<file path="src/rtl/regfile_wb_arbiter.sv">
// Write-back arbiter: two requester FIFOs drained round-robin into a registered
// regfile write stage, with read-port bypass and pending-write snooping.
module regfile_wb_arbiter #(
   parameter int unsigned DEPTH    = 2,
   parameter int unsigned ZERO_REG = 31
) (
   input  logic        clk,
   input  logic        reset,
   input  logic        a_valid,
   output logic        a_ready,
   input  logic [4:0]  a_reg,
   input  logic [63:0] a_data,
   input  logic        b_valid,
   output logic        b_ready,
   input  logic [4:0]  b_reg,
   input  logic [63:0] b_data,
   input  logic        hold,
   output logic        RegWrite,
   output logic [4:0]  WriteRegister,
   output logic [63:0] WriteData,
   input  logic [4:0]  ReadRegister1,
   input  logic [4:0]  ReadRegister2,
   output logic        Bypass1,
   output logic        Bypass2,
   output logic [63:0] BypassData1,
   output logic [63:0] BypassData2,
   output logic        Pending1,
   output logic        Pending2
);
   localparam int unsigned   PW   = $clog2(DEPTH);
   localparam int unsigned   CW   = $clog2(DEPTH + 1);
   localparam logic [4:0]    ZR   = 5'(ZERO_REG);
   localparam logic [CW-1:0] FULL = CW'(DEPTH);

   typedef enum logic {GRANT_A, GRANT_B} grant_t;

   logic [1:0]    in_valid;
   logic [1:0]    ready;
   logic [1:0]    push;
   logic [1:0]    pop;
   logic [1:0]    nonempty;
   logic [4:0]    in_reg    [2];
   logic [63:0]   in_data   [2];
   logic [4:0]    fifo_reg  [2][DEPTH];
   logic [63:0]   fifo_data [2][DEPTH];
   logic [PW-1:0] wptr      [2];
   logic [PW-1:0] rptr      [2];
   logic [CW-1:0] count     [2];

   grant_t        last_grant;
   grant_t        last_grant_nxt;

   logic          stage_valid;
   logic [4:0]    stage_reg;
   logic [63:0]   stage_data;

   assign in_valid   = {b_valid, a_valid};
   assign in_reg[0]  = a_reg;
   assign in_reg[1]  = b_reg;
   assign in_data[0] = a_data;
   assign in_data[1] = b_data;

   // ready depends only on the registered count, so a full FIFO refuses even
   // when its head is being popped this cycle
   always_comb begin
      ready    = '0;
      nonempty = '0;
      push     = '0;
      for (int unsigned r = 0; r < 2; r++) begin
         ready[r]    = (count[r] != FULL);
         nonempty[r] = (count[r] != '0);
         push[r]     = in_valid[r] & ready[r] & (in_reg[r] != ZR);
      end
   end

   assign a_ready = ready[0];
   assign b_ready = ready[1];

   always_ff @(posedge clk) begin
      if (reset) begin
         for (int unsigned r = 0; r < 2; r++) begin
            wptr[r]  <= '0;
            rptr[r]  <= '0;
            count[r] <= '0;
         end
      end else begin
         for (int unsigned r = 0; r < 2; r++) begin
            if (push[r]) begin
               fifo_reg[r][wptr[r]]  <= in_reg[r];
               fifo_data[r][wptr[r]] <= in_data[r];
               wptr[r]               <= wptr[r] + PW'(1);
            end
            if (pop[r]) begin
               rptr[r] <= rptr[r] + PW'(1);
            end
            count[r] <= count[r] + CW'(push[r]) - CW'(pop[r]);
         end
      end
   end

   always_ff @(posedge clk) begin
      if (reset) begin
         last_grant <= GRANT_B;
      end else begin
         last_grant <= last_grant_nxt;
      end
   end

   always_comb begin
      last_grant_nxt = last_grant;
      if (pop[0]) begin
         last_grant_nxt = GRANT_A;
      end else if (pop[1]) begin
         last_grant_nxt = GRANT_B;
      end
   end

   always_comb begin
      pop = '0;
      if (!hold) begin
         if (nonempty[0] && (!nonempty[1] || last_grant == GRANT_B)) begin
            pop[0] = 1'b1;
         end else if (nonempty[1]) begin
            pop[1] = 1'b1;
         end
      end
   end

   // with no grant only the valid bit drops; reg/data keep their last value
   always_ff @(posedge clk) begin
      if (reset) begin
         stage_valid <= 1'b0;
         stage_reg   <= '0;
         stage_data  <= '0;
      end else if (!hold) begin
         stage_valid <= |pop;
         if (pop[0]) begin
            stage_reg  <= fifo_reg[0][rptr[0]];
            stage_data <= fifo_data[0][rptr[0]];
         end else if (pop[1]) begin
            stage_reg  <= fifo_reg[1][rptr[1]];
            stage_data <= fifo_data[1][rptr[1]];
         end
      end
   end

   assign RegWrite      = stage_valid & ~hold;
   assign WriteRegister = stage_reg;
   assign WriteData     = stage_data;

   assign Bypass1     = RegWrite & (ReadRegister1 == stage_reg);
   assign Bypass2     = RegWrite & (ReadRegister2 == stage_reg);
   assign BypassData1 = Bypass1 ? stage_data : '0;
   assign BypassData2 = Bypass2 ? stage_data : '0;

   // walk only the occupied slots, starting at each FIFO's read pointer
   always_comb begin
      logic [PW-1:0] idx;
      idx      = '0;
      Pending1 = 1'b0;
      Pending2 = 1'b0;
      for (int unsigned r = 0; r < 2; r++) begin
         for (int unsigned k = 0; k < DEPTH; k++) begin
            if (CW'(k) < count[r]) begin
               idx = rptr[r] + PW'(k);
               if (fifo_reg[r][idx] == ReadRegister1) begin
                  Pending1 = 1'b1;
               end
               if (fifo_reg[r][idx] == ReadRegister2) begin
                  Pending2 = 1'b1;
               end
            end
         end
      end
   end

endmodule

</file>
<file path="config.mk">
export PLATFORM = sky130hd
export DESIGN_NAME = regfile_wb_arbiter
export DESIGN_NICKNAME = d
export VERILOG_FILES = /design/src/rtl/regfile_wb_arbiter.sv
export SDC_FILE = /design/constraint.sdc
export NUM_CORES = 1
export LEC_CHECK = 0
export CORE_ASPECT_RATIO = 1.75
export CORE_UTILIZATION = 45
export DETAILED_ROUTE_END_ITERATION = 8
export GPL_TIMING_DRIVEN = 1
export HOLD_SLACK_MARGIN = 0.1
export PLACE_DENSITY = 0.76
export SYNTH_ARGS = -nofsm -noshare
export SYNTH_HDL_FRONTEND = slang
export SYNTH_SLANG_ARGS = --single-unit
</file>
<file path="constraint.sdc">
create_clock -name clk -period 7.86 [get_ports clk]
set_clock_uncertainty 0.15 [all_clocks]
set_input_delay 1.572 -clock clk [delete_from_list [all_inputs] [get_ports clk]]
set_output_delay 1.572 -clock clk [all_outputs]
set_load 0.005 [all_outputs]
</file>
-- Word level (Yosys, flattened, before mapping)
Memories as Yosys holds them, arrays and structs flattened.
Cells that the tools add are included.
- add/sub/neg operators: 8
- magnitude comparators: 12
- equal/unequal tests: 14
- muxes and demuxes: 79
- bitwise gates (word level): 20
- reduce and logical (&&, ||, !) cells: 10
- operators by type and width (cell ; number):
    $mux W64 ; 12
    $mux W128 ; 2
    $demux W64 S1 ; 2
    $mux W5 ; 16
    $eq A5 B5 Y1 ; 10
    $mux W1 ; 40
    $mux W10 ; 2
    $ge A2 B2 Y1 const B ; 6
    $not A1 Y2 ; 6
    $demux W5 S1 ; 2
    $ne A5 B5 Y1 const B ; 2
    $lt A1 B2 Y1 const A ; 4
    $and A1 B1 Y1 ; 7
    $mux W2 ; 3
    $or A1 B1 Y1 ; 6
    $reduce_bool A2 Y1 ; 3
    $add A1 B1 Y1 const B ; 4
    $add A2 B1 Y2 ; 2
    $lt A2 B1 Y1 const B ; 2
    $ne A2 B2 Y1 const B ; 2
    $sub A2 B1 Y2 ; 2
    $logic_and A1 B1 Y1 ; 3
    $reduce_and A2 Y1 ; 1
    $reduce_or A2 Y1 ; 1
    3 further kinds ; 3
- register bits after elaboration: 71
- bits in writable memories: 284
- bits of input ports: 153
- word-level logic and storage cells: 152
- memories: 5
- memories (memory ; words ; width ; rd ports ; clocked after memory_dff ; write ports ; line ; source):
    fifo_data ; 2 ; 128 ; 2 ; 0 ; 2 ; 45 ; logic [63:0] fifo_data [2][DEPTH];
    fifo_reg ; 2 ; 10 ; 2 ; 0 ; 2 ; 44 ; logic [4:0] fifo_reg [2][DEPTH];
    count ; 2 ; 2 ; 2 ; 0 ; 2 ; 48 ; logic [CW-1:0] count [2];
    rptr ; 2 ; 1 ; 2 ; 0 ; 2 ; 47 ; logic [PW-1:0] rptr [2];
    wptr ; 2 ; 1 ; 2 ; 0 ; 2 ; 46 ; logic [PW-1:0] wptr [2];

-- Logic depth before layout (Yosys ltp)
- depth after elaboration: 13
- depth in mapped cells: 11
- mapped depth without buffers: 9

-- Worst setup path after synthesis
Ideal clock, no wire load.
- kind: in2reg
- start point: input port reset
- end point: memory fifo_data[0][192] in the netlist's numbering, enable pin
- arrival: 6731 ps
- data required time: 7129 ps
- slack: 398 ps
- stages: 3
- path buffers: 2
- cells stage by stage: clkbuf_1 > clkbuf_1 > nor3_1
- RTL lines (item ; line ; source):
    start, declared ; 8 ; input logic reset,
    end, declared ; 45 ;

-- Worst setup path after layout
- start point: input port ReadRegister1[2]
- end point: output port BypassData1[39]
- word-level cells in the longest chain between the ends: 3
- ends and longest elaborated chain (item ; line ; source):
    start, declared ; 21 ; input logic [4:0] ReadRegister1,
    $eq A5 B5 Y1 ; 151 ; assign Bypass1 = RegWrite & (ReadRegister1 == stage_reg);
    $and A1 B1 Y1 ; 151 ;
    $mux W64 ; 153 ; assign BypassData1 = Bypass1 ? stage_data : '0;
    end, declared ; 25 ; output logic [63:0] BypassData1,
Every way passes these cells.

==> qor.txt <==
Num rows: 87
PortBufs: 356
Reg2reg setup slack: 4640 ps
Clk slew on worst S/H paths: 60 ps
Via count: 9598
Leakage: 6.70 nW
CP max FO: 65
Post-Route WL: 38700 µm
CTS H-tree depth: 1
Avg Cell Area, Syn: 14.1 µm²
Failing checks: design-rule violations
Asr flop ratio synth: 0%
Drt initial violations: 516
Post-route ant nets: 0
Ports: 357
Root buf cell: clkbuf_16
Number of synthesized register bits: 355
Total CTS buffers: 30
Final Cycle Share: 72.8%
Max-cap check violation count: 0
CP required: 6140 ps
Status: complete, but fails checks
Routability cong.: 0.878
Post-layout minimum cycle time: 5720 ps
Hold crit path type: reg -> reg
Worst hold stages: 2
Unrepaired setup endpoints after global routing: no
Synthesized Nets: 1205
Commonest cells in the netlist: edfxtp_1, mux2i_1, and2_1, a211oi_1, nor2_1
Syn Inst Count: 1048
GRT Util Overall: 23.0%
Fin Setup TNS: 0 ps
Largest net degree at the start of global routing: 94
Die area: 33700 µm²
Initial antenna violation count: 7
Final count of hold timing violations: 0
Grt ovf: 0
Vert. Die Dim: 242 µm
Initial core utilization: 45.8%
Slew Limit Fails: 0
Post-DP HPWL: 25700 µm
Fraction of layout instances using a drive strength above 1: 5.23%
Top_reg_cell synth: edfxtp_1
# DRC: 18
Filler cell count: 2486
Worst IR Drop VDD: 0.000202 V
Post-synth top area share: 56.8%
Slew @ Worst Pin: 1120 ps
CP Launch Type: input port
Clock buffer depth: 3
Count leader, synth: edfxtp_1
First-pass GRT wire length: 58900 µm
Cells taking the most area after synthesis: edfxtp_1, dfxtp_1, mux2i_1
WL/cell: 21.5 µm
Layout Area Growth over Synthesis: 32.6%
Slew headroom: 25.1%
Power Density: 279 nW/µm²
Total power: 5.47 mW
Final-report setup violation count: 0
Critical path class: in -> out
Core area: 32300 µm²
Synth unique cells: 32
Number of global-route vias before repair: 10100
Clk sink count: 355
Synth warn: 0
CTS resizes: 0
Post-synth EDFFs: 280
Via density: 5.33
Share of the yosys chip area belonging to registers: 66.9%
Post-CTS Setup Bufs: 0
Hold-fix buffer count after cts: 0
CTS tree: done
Clock latency on the worst-skew pair: 560 ps
Max FFs per register: 256
Fmax: 175 MHz
Cell area after synthesis: 14800 µm²
Area leader, netlist: edfxtp_1
Element type at the critical path end: output port
Data arrival, critical path: 4000 ps
DIE WIDTH: 139 µm
Worst Reg-to-Reg Cells: 6
NumNets Final: 1529
DR pass1 iterations: 9
[metal layers]
| metal | vias to the layer above | routed length [µm] | track usage [%] |
|---|---|---|---|
| met5 | - | 13 | 0 |
| met4 | 2 | 1300 | 9.41 |
| met3 | 71 | 1770 | 3.50 |
| met2 | 282 | 21700 | 44.7 |
| met1 | 4702 | 13900 | 24.4 |
| li1 | 4541 | - | - |
[cell families (layout without fill, tap and decap cells)]
kind of cell / Yosys count / in the layout / share of synthesized area [%]
flops: 355 / 355 / 66.9
mux: 148 / 148 / 10.1
other cells: 0 / 5 / 0
xor+xnor: 54 / 54 / 3.19
compound gates: 145 / 145 / 7.25
simple gates: 254 / 254 / 9.23
buf+inv: 88 / 436 / 2.97
fa+ha+maj: 4 / 4 / 0.338
[power by group]
part	switching, mW	leakage (nW)	internal [mW]
Combinational	0.744	3.02	0.677
Sequential	0.222	3.19	2.31
Clock	0.641	0.493	0.878
[placed cells by master, fill, tap and decap left out, drive strengths merged, types with 2 or more instances in the layout]
| cell | Yosys | layout |
|---|---|---|
| clkdlybuf4s50 | 0 | 355 |
| edfxtp | 280 | 280 |
| mux2i | 148 | 148 |
| and2 | 131 | 131 |
| a211oi | 128 | 128 |
| nor2 | 78 | 78 |
| dfxtp | 75 | 75 |
| clkbuf | 34 | 39 |
| xnor2 | 36 | 36 |
| xor2 | 18 | 18 |
| buf | 44 | 15 |
| clkinv | 0 | 11 |
| nand2b | 10 | 10 |
| inv | 10 | 10 |
| nand3 | 8 | 8 |
| a21oi | 7 | 7 |
| nand4 | 6 | 6 |
| nor4 | 6 | 6 |
| nor3 | 6 | 6 |
| diode | 0 | 5 |
| a31oi | 5 | 5 |
| nand2 | 4 | 4 |
| ha | 4 | 4 |
| bufinv | 0 | 4 |
| o211ai | 2 | 2 |
| or3 | 2 | 2 |
| nor2b | 2 | 2 |
| clkinvlp | 0 | 2 |
[cell type report]
type | instances | area [µm²] | share of cell area [%]
sequential | 355 | 9910 | 50.5
multi-input combinational | 605 | 4490 | 22.9
timing repair buffer | 370 | 3670 | 18.7
clock buffer | 39 | 836 | 4.26
tap | 400 | 500 | 2.55
clock inverter | 17 | 181 | 0.924
inverter | 10 | 40.0 | 0.204
antenna | 5 | 12.5 | 0.0637
[stage by stage]
step | utilization [%] | hold slack (ps) | cells | setup WS [ps] | instance area, µm²
after floorplan | - | 287 | 1048 | 398 | 14800
after global placement | 57.6 | 299 | 1740 | 2180 | 18600
after detailed placement | 57.6 | 306 | 1740 | 2120 | 18600
after CTS | 60.7 | 315 | 1796 | 2100 | 19600
after global routing | 60.7 | 340 | 1801 | 1960 | 19600
final | 60.7 | 313 | 1801 | 2140 | 19600
[path summary, 6_finish.rpt]
kind / startpoint / endpoint
worst max-delay path: ReadRegister1[2] / BypassData1[39]
worst min-delay path: stage_valid$_SDFFE_PP0N_ / stage_valid$_SDFFE_PP0N_
worst max register to register: count[0][3]$_SDFF_PP0_ / WriteData[50]$_SDFFE_PP0P_
worst min register to register: stage_valid$_SDFFE_PP0N_ / stage_valid$_SDFFE_PP0N_
[critical path, cell delays in order]
cell	delay [ps]
clkdlybuf4s50_1	690
xnor2_1	170
nand4_1	110
nor3_2	160
buf_4	520
and2_1	220
clkdlybuf4s50_1	510
(Power assumes the default switching activity.)
